<file path="src/rtl/logic_unit_pipe.sv">
// logic_unit_pipe: two-stage valid/ready pipeline applying a bitwise gate function selected by opcode
module logic_unit_pipe #(
    parameter int WIDTH = 16,
    parameter int CNT_W = 8
) (
    input  logic             clk,
    input  logic             rst,
    input  logic             in_valid,
    output logic             in_ready,
    input  logic [WIDTH-1:0] in_a,
    input  logic [WIDTH-1:0] in_b,
    input  logic [2:0]       in_op,
    output logic             out_valid,
    input  logic             out_ready,
    output logic [WIDTH-1:0] out_res,
    output logic             out_err,
    output logic [CNT_W-1:0] out_cnt
);
    logic             s1_valid, s2_valid, s1_free, s2_free, f_err;
    logic [WIDTH-1:0] s1_a, s1_b, f_res;
    logic [2:0]       s1_op;
    assign s2_free   = !s2_valid || out_ready;
    assign s1_free   = !s1_valid || s2_free;
    assign in_ready  = s1_free;
    assign out_valid = s2_valid;
    always_comb begin
        f_res = s1_op == 3'd0 ? ~(s1_a & s1_b) :
                s1_op == 3'd1 ? ~s1_a :
                s1_op == 3'd2 ? s1_a & s1_b :
                s1_op == 3'd3 ? s1_a | s1_b :
                s1_op == 3'd4 ? s1_a ^ s1_b : '0;
        f_err = s1_op > 3'd4;
    end
    always_ff @(posedge clk)
        if (in_valid && s1_free) begin
            s1_a  <= in_a;
            s1_b  <= in_b;
            s1_op <= in_op;
        end
    always_ff @(posedge clk or posedge rst)
        if (rst) begin
            s1_valid <= 1'b0;
            s2_valid <= 1'b0;
            out_res  <= '0;
            out_err  <= 1'b0;
            out_cnt  <= '0;
        end else begin
            if (s1_free) s1_valid <= in_valid;
            if (s2_free) s2_valid <= s1_valid;
            if (s1_valid && s2_free) begin
                out_res <= f_res;
                out_err <= f_err;
            end
            if (s2_valid && out_ready) out_cnt <= out_cnt + 1'b1;
        end
endmodule

</file>
<file path="config.mk">
export PLATFORM = sky130hd
export DESIGN_NAME = logic_unit_pipe
export DESIGN_NICKNAME = d
export VERILOG_FILES = /design/src/rtl/logic_unit_pipe.sv
export SDC_FILE = /design/constraint.sdc
export NUM_CORES = 1
export LEC_CHECK = 0
export CAP_MARGIN = 20
export CELL_PAD_IN_SITES_DETAIL_PLACEMENT = 1
export CELL_PAD_IN_SITES_GLOBAL_PLACEMENT = 1
export CORE_MARGIN = 1.5
export CORE_UTILIZATION = 45
export DETAILED_ROUTE_END_ITERATION = 8
export PLACE_DENSITY_LB_ADDON = 0.1
export SLEW_MARGIN = 20
export SYNTH_ARGS = -nofsm -noshare
export SYNTH_HDL_FRONTEND = slang
export SYNTH_SLANG_ARGS = --single-unit
</file>
<file path="constraint.sdc">
create_clock -name clk -period 2.9 [get_ports clk]
set_input_delay 0.58 -clock clk [delete_from_list [all_inputs] [get_ports clk]]
set_output_delay 0.58 -clock clk [all_outputs]
set_load 0.1 [all_outputs]
</file>
Yosys cells after proc, flatten, opt, wreduce, memory -nomap -nowiden
Cells that the tools add are included.

Bits in registers: 62. Input bits: 39. Word-level logic and storage cells: 32. Output and inout port bits: 27.

Bitwise logic cells: 5. $lt $le $gt $ge: 1. Reductions and logical operators: 8. $add $sub $neg: 1. Equality and inequality tests: 4. Muxes and demuxes: 5.

Operators with widths (count): $mux 16 (5); $not 16->16 (2); $and 16x16->16 (1); $or 16x16->16 (1); $xor 16x16->16 (1); $add 8x1->8 const B (1); $eq 3x2->1 const B (2); $eq 3x1->1 const B (1); $eq 3x3->1 const B (1); $gt 3x3->1 const B (1); $logic_and 1x1->1 (3); $logic_not 3->1 (1); $logic_not 1->1 (2); $logic_or 1x1->1 (2).

Longest topological paths before layout
Depth in word-level cells: 6. Depth in mapped cells: 6. Depth with buffers taken out: 6.

Worst setup path before layout
No wires, ideal clock.

Path type: register to register. Start: register s2_valid (netlist: out_valid). End: register s1_a[0], enable pin. Clock period less this slack: 3.292 ns. Arrival time: 2.871 ns. Setup time: 0.420 ns. Path slack: -0.392 ns. Data required time: 2.480 ns. Stages on the path, launching flop included: 3. Path through: dfrtp_1 > nand3b_1 > and2_1.

Longest elaborated chain between the ends: 4.

RTL lines: start: declaration (line 19) `logic s1_valid, s2_valid, s1_free, s2_free, f_err;`; start signal: assignment (line 49) `if (s2_free) s2_valid <= s1_valid;`; $logic_not 1->1 (line 22) `assign s2_free = !s2_valid || out_ready;`; $logic_or 1x1->1 (line 22); $logic_or 1x1->1 (line 23) `assign s1_free = !s1_valid || s2_free;`; net in_ready (line 9) `output logic in_ready,`; $logic_and 1x1->1 (line 35) `if (in_valid && s1_free) begin`; end signal: assignment (line 36) `s1_a <= in_a;`; end: declaration (line 20) `logic [WIDTH-1:0] s1_a, s1_b, f_res;`.

The timed path passes the listed nets, and every way through them passes these cells. A chain may end at the register's enable or synchronous reset.

Final worst setup path
Start: input port out_ready. End: output port in_ready.

Longest elaborated chain between the ends: 2.

RTL lines: start: declaration (line 14) `input logic out_ready,`; $logic_or 1x1->1 (line 22); $logic_or 1x1->1 (line 23); end: declaration (line 9).

Every way passes these cells.

==> impl_metrics.env <==
export IMPL_status="complete, no violations"
export IMPL_dp_hpwl_mm=5.56
export IMPL_die_area_mm2=0.00827
export IMPL_netlist_instances=276
export IMPL_synth_enable_flop_cells=35
export IMPL_maxSlewHeadroom_pct=46.0
export IMPL_seq_area_mm2=0.00173
export IMPL_final_max_slew_viol_count=0
export IMPL_worstSkewPairLatency_ns=0.34
export IMPL_reg2reg_to="out_res[11]"
export IMPL_drtAntennaViolNets=0
export IMPL_syn_num_nets=348
export IMPL_gp_congestion=0.726
export IMPL_clock_path_buffers=2
export IMPL_layout_common_cells="inv_1, clkdlybuf4s50_1, edfxtp_1, ha_1, buf_4"
export IMPL_worst_pin_slew_ns=0.810
export IMPL_grt_pass1_wl_mm=13.1
export IMPL_drt_vias_per_instance=5.28
export IMPL_power_uw=3300
export IMPL_hold_path_class="flop to flop"
export IMPL_cts_setup_buffers=0
export IMPL_max_stage_delay_ns=0.45
export IMPL_required_ns=2.32
export IMPL_grtUsageTotal_pct=20.6
export IMPL_rsz0062_at_grt="false"
export IMPL_path_max_fanout=4
export IMPL_fin_area_mm2=0.00438
export IMPL_antenna_cells=0
export IMPL_clk_pin_slew_ns=0.07
export IMPL_synth_seq_cells=62
export IMPL_dr_first_iter_drc_count=54
export IMPL_p_comb_share_pct=39.1
export IMPL_multi_input_area_mm2=0.00148
export IMPL_core_area_mm2=0.00737
export IMPL_setup_viol=0
export IMPL_drv_cap=0
export IMPL_finClkSkew_ns=0.00985
export IMPL_num_fill_cells=764
export IMPL_io_pins=66
export IMPL_slowest_stage="clkdlybuf4s50_1"
export IMPL_die_w_um=90.9
export IMPL_switching_power_uw=1420
export IMPL_cts_resized=0
export IMPL_reg2reg_slack_ns=0.88
export IMPL_ir_drop_v=0.000431
export IMPL_cp_start_kind="input pin"
export IMPL_nets=420
export IMPL_routed_wl_mm=7.76
export IMPL_drive_gt1_share_pct=28.3
export IMPL_critPathKind="input pin to primary output"
export IMPL_layout_commonest_cell="inv_1"
export IMPL_pwr_share_clk_pct=24.4
export IMPL_die_h_um=90.9
export IMPL_worstPathCellList="clkdlybuf4s50_1 -> nand3b_1 -> buf_12"
export IMPL_powerDensity_mw_per_mm2=754
export IMPL_grt_max_degree=28
export IMPL_async_reset_ff_share_pct=43.5
export IMPL_avgSynthCellArea_um2=12.6
export IMPL_endpoint_kind="primary output"
export IMPL_postCtsHoldBufs=0
export IMPL_hp_start="out_cnt[7]"
export IMPL_io_buffers=65
export IMPL_seq_area_frac_synth_pct=49.6
export IMPL_initial_core_util_pct=47.2
export IMPL_synth_cell_types=35
export IMPL_r2r_cells=4
export IMPL_row_count=31
export IMPL_timing_critical_path_arrival_ns=1.52
export IMPL_min_path_cells=1
export IMPL_crit_family="buffers and inverters"
export IMPL_holdPathEnd="out_cnt[7]"
export IMPL_grt_pass1_vias=2606
export IMPL_ys_warn_count=0
export IMPL_reg2reg_from="s1_op[0]"
export IMPL_yosys_most_used_dff="edfxtp_1"
export IMPL_htree_levels=3
export IMPL_fmax_ghz=0.475
export IMPL_crit_buf_inv=2
export IMPL_seqPwrFrac_pct=36.5
export IMPL_final_hold_viol_count=0
export IMPL_fin_crit_ns=2.10
export IMPL_p_sw_share_pct=43.0
export IMPL_cts_buffers=9
export IMPL_syn2layout_area_growth_pct=25.8
export IMPL_power_leakage_uw=0.00191
export IMPL_clock_sinks=62
export IMPL_dr_pass1_iters=4
export IMPL_finalCritPeriodShare_pct=72.5
export IMPL_place_area_mm2=0.00417
export IMPL_via_count=2386
export IMPL_syn_area_mm2=0.00348
export IMPL_drc=0
export IMPL_final_setup_tns_ns=0
export IMPL_wl_per_cell_um=17.2
export IMPL_cts_root_buf="clkbuf_8"
export IMPL_grt_overflow=0
export IMPL_grt_antenna_before_repair=0
export IMPL_internal_power_uw=1880
export IMPL_cts_tree="yes"
==> flip-flops by register name, summed over array words and instances (netlist names) <==
name and flops:
out_err 1, out_valid 1, out_cnt 8, out_res 16, s1_op 3, s1_a 16, s1_valid 1, s1_b 16
==> how the worst max path moves through the flow <==
| stage | end | depth (start not counted) | start |
|---|---|---|---|
| 2_1_floorplan | s1_a[0] | 2 | out_valid |
| 3_3_place_gp | s1_a[13] | 4 | out_ready |
| 3_5_place_dp | s1_b[13] | 4 | out_ready |
| 4_1_cts | in_ready | 3 | out_ready |
| 5_1_grt | out_res[11] | 4 | s1_op[0] |
| 6_report | in_ready | 3 | out_ready |
==> cells by family after synthesis <==
logic type / count (synthesis) / share of synthesized area [%]
compound gates: 74 / 18.8
simple gates: 28 / 5.04
buf+inv: 59 / 7.99
flops: 62 / 49.6
mux: 13 / 4.86
fa+ha+maj: 33 / 11.9
xor+xnor: 7 / 1.76
==> per-layer routing <==
metal  track usage [%]  share of wire, %
met1              22.7                40
met2              38.3                55
met3              6.40               4.0
met4              4.69              0.84
met5                 0                 0
==> area by class of cell <==
class                   instances  area share [%]
clock buffers                  10            2.92
flip-flops and latches         62            39.5
repair buffers                 73            15.3
well taps                      99            2.83
inverters                      47            4.03
multi-input cells             155            33.7
clock inverters                 6            1.74
==> metrics by stage <==
stage	hold WS, ns	worst slack (ns)	utilization [%]	cells
6_report	0.483	0.796	59.4	452
5_1_grt	0.514	0.755	59.4	452
4_1_cts	0.494	0.784	59.4	452
3_5_place_dp	0.483	0.603	56.6	436
3_3_place_gp	0.462	0.645	56.6	436
2_1_floorplan	0.494	0.222	-	276
==> synth_stat cells, types with 2 or more instances <==
library cell / n / area, µm²
a21oi_1: 30 / 150
a21oi_2: 10 / 87.6
a221oi_2: 12 / 180
a22o_1: 4 / 35.0
and2_1: 2 / 12.5
buf_2: 6 / 30.0
buf_6: 3 / 33.8
buf_8: 2 / 30.0
dfrtp_1: 27 / 676
edfxtp_1: 35 / 1050
ha_1: 33 / 413
inv_1: 46 / 173
mux2_2: 7 / 78.8
mux2_4: 6 / 90.1
nand2_1: 6 / 22.5
nand2b_1: 3 / 18.8
nand3_1: 3 / 15.0
nor2_1: 2 / 7.51
nor2b_1: 4 / 25.0
nor3_1: 2 / 10.0
o22ai_1: 4 / 25.0
o2bb2ai_1: 2 / 17.5
o2bb2ai_2: 10 / 150
xnor2_1: 5 / 43.8
xor2_1: 2 / 17.5
==> power groups by stage <==
stage	Combinational [µW]	Clock, µW	Sequential, µW
floorplan	321	0	1870
CTS	1300	826	1200
finish	1290	806	1200
detailed placement	1300	0	1220
global route	1360	863	1220
global placement	1270	0	1210
Power figures use the tool's default switching activity.
